<file path="src/rtl/mmu_walker.sv">
// Sv32 two-level page-table walker: fetches the L1 PTE, then the L0 PTE when the L1 entry is a pointer.
// Completes one cycle after the final PTE response; an abort drains any outstanding read without a pulse.
module mmu_walker #(
    parameter int ENABLE_AD_FAULT = 1
) (
    input  logic        clk,
    input  logic        rst,
    input  logic        request,
    input  logic [31:0] virtual_address,
    input  logic        execute,
    input  logic        rnw,
    input  logic [21:0] satp_ppn,
    input  logic        mxr,
    input  logic        sum,
    input  logic [1:0]  privilege,
    input  logic        abort,
    output logic        mem_request,
    output logic [31:0] mem_addr,
    input  logic        mem_ack,
    input  logic        mem_rvalid,
    input  logic [31:0] mem_rdata,
    output logic        write_entry,
    output logic        is_fault,
    output logic [19:0] upper_physical_address,
    output logic        superpage,
    output logic [7:0]  perms,
    output logic        busy
);

    typedef enum logic [2:0] {
        IDLE, L1_REQ, L1_WAIT, L0_REQ, L0_WAIT, DRAIN, DONE, FAULT
    } state_t;

    state_t      state, state_next;
    logic [9:0]  vpn0;
    logic        execute_q, rnw_q, mxr_q, sum_q;
    logic [1:0]  privilege_q;

    logic pte_v, pte_r, pte_w, pte_x, pte_u, pte_a, pte_d;
    logic is_load, is_store;
    logic pte_bad, pte_pointer, perm_fault, misaligned;
    logic unused_bits;

    assign pte_v = mem_rdata[0];
    assign pte_r = mem_rdata[1];
    assign pte_w = mem_rdata[2];
    assign pte_x = mem_rdata[3];
    assign pte_u = mem_rdata[4];
    assign pte_a = mem_rdata[6];
    assign pte_d = mem_rdata[7];

    assign is_load  = ~execute_q & rnw_q;
    assign is_store = ~execute_q & ~rnw_q;

    assign pte_bad     = ~pte_v | (~pte_r & pte_w) | (|mem_rdata[31:30]);
    assign pte_pointer = ~pte_r & ~pte_w & ~pte_x;
    assign misaligned  = |mem_rdata[19:10];

    // Only meaningful for a leaf; pointer and malformed PTEs are filtered first.
    assign perm_fault = (execute_q & ~pte_x)
                      | (is_load & ~(pte_r | (pte_x & mxr_q)))
                      | (is_store & ~(pte_r & pte_w))
                      | ((privilege_q == 2'd0) & ~pte_u)
                      | ((privilege_q == 2'd1) & pte_u & (execute_q | ~sum_q))
                      | ((ENABLE_AD_FAULT != 0) & (~pte_a | (is_store & ~pte_d)));

    assign unused_bits = ^{satp_ppn[21:20], virtual_address[11:0], mem_rdata[9:8]};

    always_comb begin
        state_next = state;
        case (state)
            IDLE:    if (request) state_next = L1_REQ;
            L1_REQ: begin
                if (abort)        state_next = mem_ack ? DRAIN : IDLE;
                else if (mem_ack) state_next = L1_WAIT;
            end
            L1_WAIT: begin
                // A response arriving with the abort closes the read, so nothing is left to drain.
                if (abort)                   state_next = mem_rvalid ? IDLE : DRAIN;
                else if (mem_rvalid) begin
                    if (pte_bad)             state_next = FAULT;
                    else if (pte_pointer)    state_next = L0_REQ;
                    else if (misaligned | perm_fault) state_next = FAULT;
                    else                     state_next = DONE;
                end
            end
            L0_REQ: begin
                if (abort)        state_next = mem_ack ? DRAIN : IDLE;
                else if (mem_ack) state_next = L0_WAIT;
            end
            L0_WAIT: begin
                if (abort)           state_next = mem_rvalid ? IDLE : DRAIN;
                else if (mem_rvalid) state_next = (pte_bad | pte_pointer | perm_fault) ? FAULT : DONE;
            end
            DRAIN:   if (mem_rvalid) state_next = IDLE;
            DONE:    state_next = IDLE;
            FAULT:   state_next = IDLE;
            default: state_next = IDLE;
        endcase
    end

    always_ff @(posedge clk) begin
        if (rst) begin
            state                  <= IDLE;
            mem_addr               <= '0;
            vpn0                   <= '0;
            execute_q              <= 1'b0;
            rnw_q                  <= 1'b0;
            mxr_q                  <= 1'b0;
            sum_q                  <= 1'b0;
            privilege_q            <= 2'd0;
            upper_physical_address <= '0;
            superpage              <= 1'b0;
            perms                  <= '0;
        end else begin
            state <= state_next;
            if (state == IDLE && request) begin
                mem_addr    <= {satp_ppn[19:0], virtual_address[31:22], 2'b00};
                vpn0        <= virtual_address[21:12];
                execute_q   <= execute;
                rnw_q       <= rnw;
                mxr_q       <= mxr;
                sum_q       <= sum;
                privilege_q <= privilege;
            end
            if (state == L1_WAIT && state_next == L0_REQ)
                mem_addr <= {mem_rdata[29:10], vpn0, 2'b00};
            if (state_next == DONE) begin
                superpage              <= (state == L1_WAIT);
                upper_physical_address <= (state == L1_WAIT) ? {mem_rdata[29:20], vpn0}
                                                             : mem_rdata[29:10];
                perms                  <= mem_rdata[7:0];
            end
        end
    end

    assign mem_request = (state == L1_REQ) | (state == L0_REQ);
    assign busy        = (state != IDLE);
    assign write_entry = (state == DONE);
    assign is_fault    = (state == FAULT);

endmodule

</file>
<file path="config.mk">
export PLATFORM = sky130hd
export DESIGN_NAME = mmu_walker
export DESIGN_NICKNAME = d
export VERILOG_FILES = /design/src/rtl/mmu_walker.sv
export SDC_FILE = /design/constraint.sdc
export NUM_CORES = 1
export LEC_CHECK = 0
export CORE_MARGIN = 2
export CORE_UTILIZATION = 35
export DETAILED_ROUTE_END_ITERATION = 10
export GPL_TIMING_DRIVEN = 0
export PLACE_DENSITY = 0.7
export RECOVER_POWER = 25
export SLEW_MARGIN = 10
export SYNTH_ARGS = -nofsm -noshare
export SYNTH_HDL_FRONTEND = slang
export SYNTH_SLANG_ARGS = --single-unit
</file>
<file path="constraint.sdc">
create_clock -name clk -period 2.9 [get_ports clk]
set_input_delay 0.58 -clock clk [delete_from_list [all_inputs] [get_ports clk]]
set_output_delay 0.58 -clock clk [all_outputs]
set_load 0.02 [all_outputs]
</file>
==> key figures <==
Clock network
  – Maximum clock path buffer count: 2
  – CTS Hold Bufs: 0
  – Post-CTS Setup Inserts: 0
  – Worst-Skew Late Latency: 0.35 ns
  – CTS buffer count: 9
  – Clk slew on worst S/H paths: 0.08 ns
  – Post_cts resized: 0
  – Clk sinks: 78
  – CTS H-tree depth: 3
  – Clock root buffer: clkbuf_8
  – CTS tree: done

Cells and area
  – Antenna diodes: 0
  – Area of the multi-input gates: 1730 sq um
  – Share of layout cells above drive strength 1: 0.0981
  – Sequential cell area: 1560 sq um
  – Filler cell count: 906
  – Design Area, Final: 5310 sq um
  – Most frequent cells in the layout: clkdlybuf4s50_1 (110), dfxtp_1 (78), nand2_1 (60)
  – Commonest non-fill, non-tap cell in the layout: clkdlybuf4s50_1
  – Synth-to-layout area growth: 52.8%
  – Final nets: 633
  – Share of the core filled with cells: 0.548

Global routing
  – Initial antenna violation count: 0
  – First-pass GRT wire length: 18200 um
  – GRT met3 Usage: 0.0541
  – Largest net degree at the start of global routing: 14
  – Met2 GRT Util: 0.357
  – Met1 GRT Util: 0.264
  – Most used routing layer: met2
  – Vias in the first global route: 3454
  – Total track usage: 0.213
  – GRT overflow: 0

Power
  – P per Cell Area: 494 nW/um^2
  – VDD IR max: 199 uV
  – LEAKAGE: 1.87 nW

Die
  – Die X: 104 um
  – Core Box Area: 9680 sq um
  – Total die area: 10700 sq um
  – Row cnt: 36
  – I/O pin cnt: 163
  – Initial core utilization: 0.359
  – Die H: 104 um

Min path
  – Worst Hold Class: reg2reg

Synth
  – Asr flop ratio synth: 0
  – Mapped Cells: 379
  – Top cells by area, synth: dfxtp_1 (45%), mux2i_1 (8.1%), a22oi_1 (6.5%)
  – Cell variety after synth: 43
  – Area of the mapped netlist: 3470 sq um
  – Yosys warns: 0
  – Top-area cell type share of the netlist area: 0.450
  – Synth area leader: dfxtp_1
  – Post-synth EDFFs: 0
  – Syn_area_per_cell: 9.16 sq um
  – Seq/Total Area, Yosys: 0.450
  – Synth Register Bits: 78
  – Top_reg_cell synth: dfxtp_1

Placed design
  – DP Area: 5080 sq um
  – IO buf count: 144
  – DP Worst Slack: -0.267 ns
  – Final Wtd Congestion: 0.873
  – Hpwl dp: 8950 um

Detailed routing
  – DRC: 0
  – Vias per Instance: 5.12
  – DR pass1 iterations: 4
  – Final ANT Viol Nets: 0
  – Via count: 3446
  – Total Wirelength: 11500 um
  – DR WL/cell: 17.0 um
  – Iteration-0 DRC count of the detailed router: 190

Worst setup path
  – Max incr delay on CP: 0.53 ns
  – CP Cell Sequence: clkdlybuf4s50_1 > or4_1 > o41a_1 > or3_4 > a31oi_4 > buf_6 > o22ai_2
  – Worst-path fanout max: 10
  – CP endpoint kind: flop
  – Type of origin of the critical path: input pin
  – Critical path required time: 3.13 ns
  – Setup CP Type: in2reg
  – Crit-path slowest cell: or4_1
  – Crit path DAT: 2.95 ns

Timing
  – Fin. Hold Viols: 0
  – Final setup fails: 0
  – Worst clock skew: 0.0106 ns
  – Max frequency: 0.367 GHz
  – Min Tclk post-route: 2.72 ns
  – Final period util: 0.939
  – Worst-margin pin slew: 0.710 ns
  – RSZ-0062 raised after global routing: no
  – Slew headroom: 0.527
  – Final WS setup: 0.178 ns
  – Slew Viols, Final: 0

Status
  – Outcome: finished clean

Flow run
  – Max-cap violations: 0
==> where the power goes <==
part | internal (mW) | switching (mW) | leakage (nW)
combinational | 0.270 | 0.287 | 1.13
sequential | 1.13 | 0.0425 | 0.635
clock | 0.484 | 0.409 | 0.106
total | 1.89 | 0.738 | 1.87
==> per-layer routing <==
layer	routed length (um)	up-vias	part of all wire
met4	274	0	0.024
li1	-	1669	-
met5	0	-	0
met3	727	21	0.063
met1	4930	1632	0.43
met2	5540	124	0.48
==> state kept, by name, indices dropped and copies added (netlist names) <==
name and flops:
mem_addr 30, state 3, rnw_q 1, privilege_q 2
vpn0 10, mxr_q 1, sum_q 1, upper_physical_address 20
perms 8, execute_q 1, superpage 1
==> cell usage after synthesis, types with 2 or more instances <==
cell type / count
a21oi_1: 21
inv_1: 2
nand2_1: 60
a211oi_2: 10
o21ai_2: 5
o21ai_0: 3
nor2_2: 2
clkbuf_1: 21
nand3_1: 3
buf_4: 3
o22ai_2: 5
nor2_1: 35
nor2b_1: 5
buf_1: 2
a22oi_1: 30
nand3b_1: 7
buf_6: 5
or4_1: 2
dfxtp_1: 78
mux2i_1: 28
or3_1: 2
nor3b_1: 3
nand2b_1: 4
nor3_1: 4
o22ai_1: 21
==> metrics by stage <==
step | TNS [ns] | cells | power, mW | hold WS, ns
after floorplan | 0 | 380 | 1.47 | 0.432
after global placement | -9.17 | 657 | 1.75 | 0.442
after detailed placement | -9.77 | 657 | 1.76 | 0.455
after CTS | 0 | 673 | 2.64 | 0.467
after global routing | 0 | 673 | 2.73 | 0.480
final | 0 | 673 | 2.62 | 0.465
==> logic make-up (layout without fill, tap and decap cells) <==
kind of cell / after synthesis / after routing / synth area share
and+or+nand+nor: 132 / 132 / 0.180
DFF: 78 / 78 / 0.450
xor gates and xnor gates: 1 / 1 / 0.00252
buffers and inverters: 35 / 195 / 0.0555
AOI/OAI and AO/OA: 104 / 104 / 0.230
muxes: 28 / 28 / 0.0807
other: 1 / 2 / 0.00108
==> critical path: cells and delay by family <==
| kind | cells | cell delay (ns) |
|---|---|---|
| AO/OA/AOI/OAI | 3 | 0.79 |
| buffers and inverters | 2 | 0.67 |
| AND/OR/NAND/NOR | 2 | 0.90 |
==> worst paths after layout <==
check | start | to | slack (ns) | depth (start not counted)
setup / recovery | mem_rdata[16] | mem_addr[25] | 0.18 | 7
hold / removal | sum_q | sum_q | 0.47 | 2
setup reg to reg | state[1] | mem_addr[11] | 0.51 | 6
hold reg to reg | sum_q | sum_q | 0.47 | 2
==> area by class of cell <==
type,count,share of cell area
multi-input combinational,267,0.326
sequential,78,0.294
timing repair buffer,144,0.272
buffer,33,0.0351
tap,133,0.0314
clock buffer,10,0.0241
clock inverter,6,0.0163
inverter,2,0.00141
Note: power is estimated with default switching activity, not from simulation.
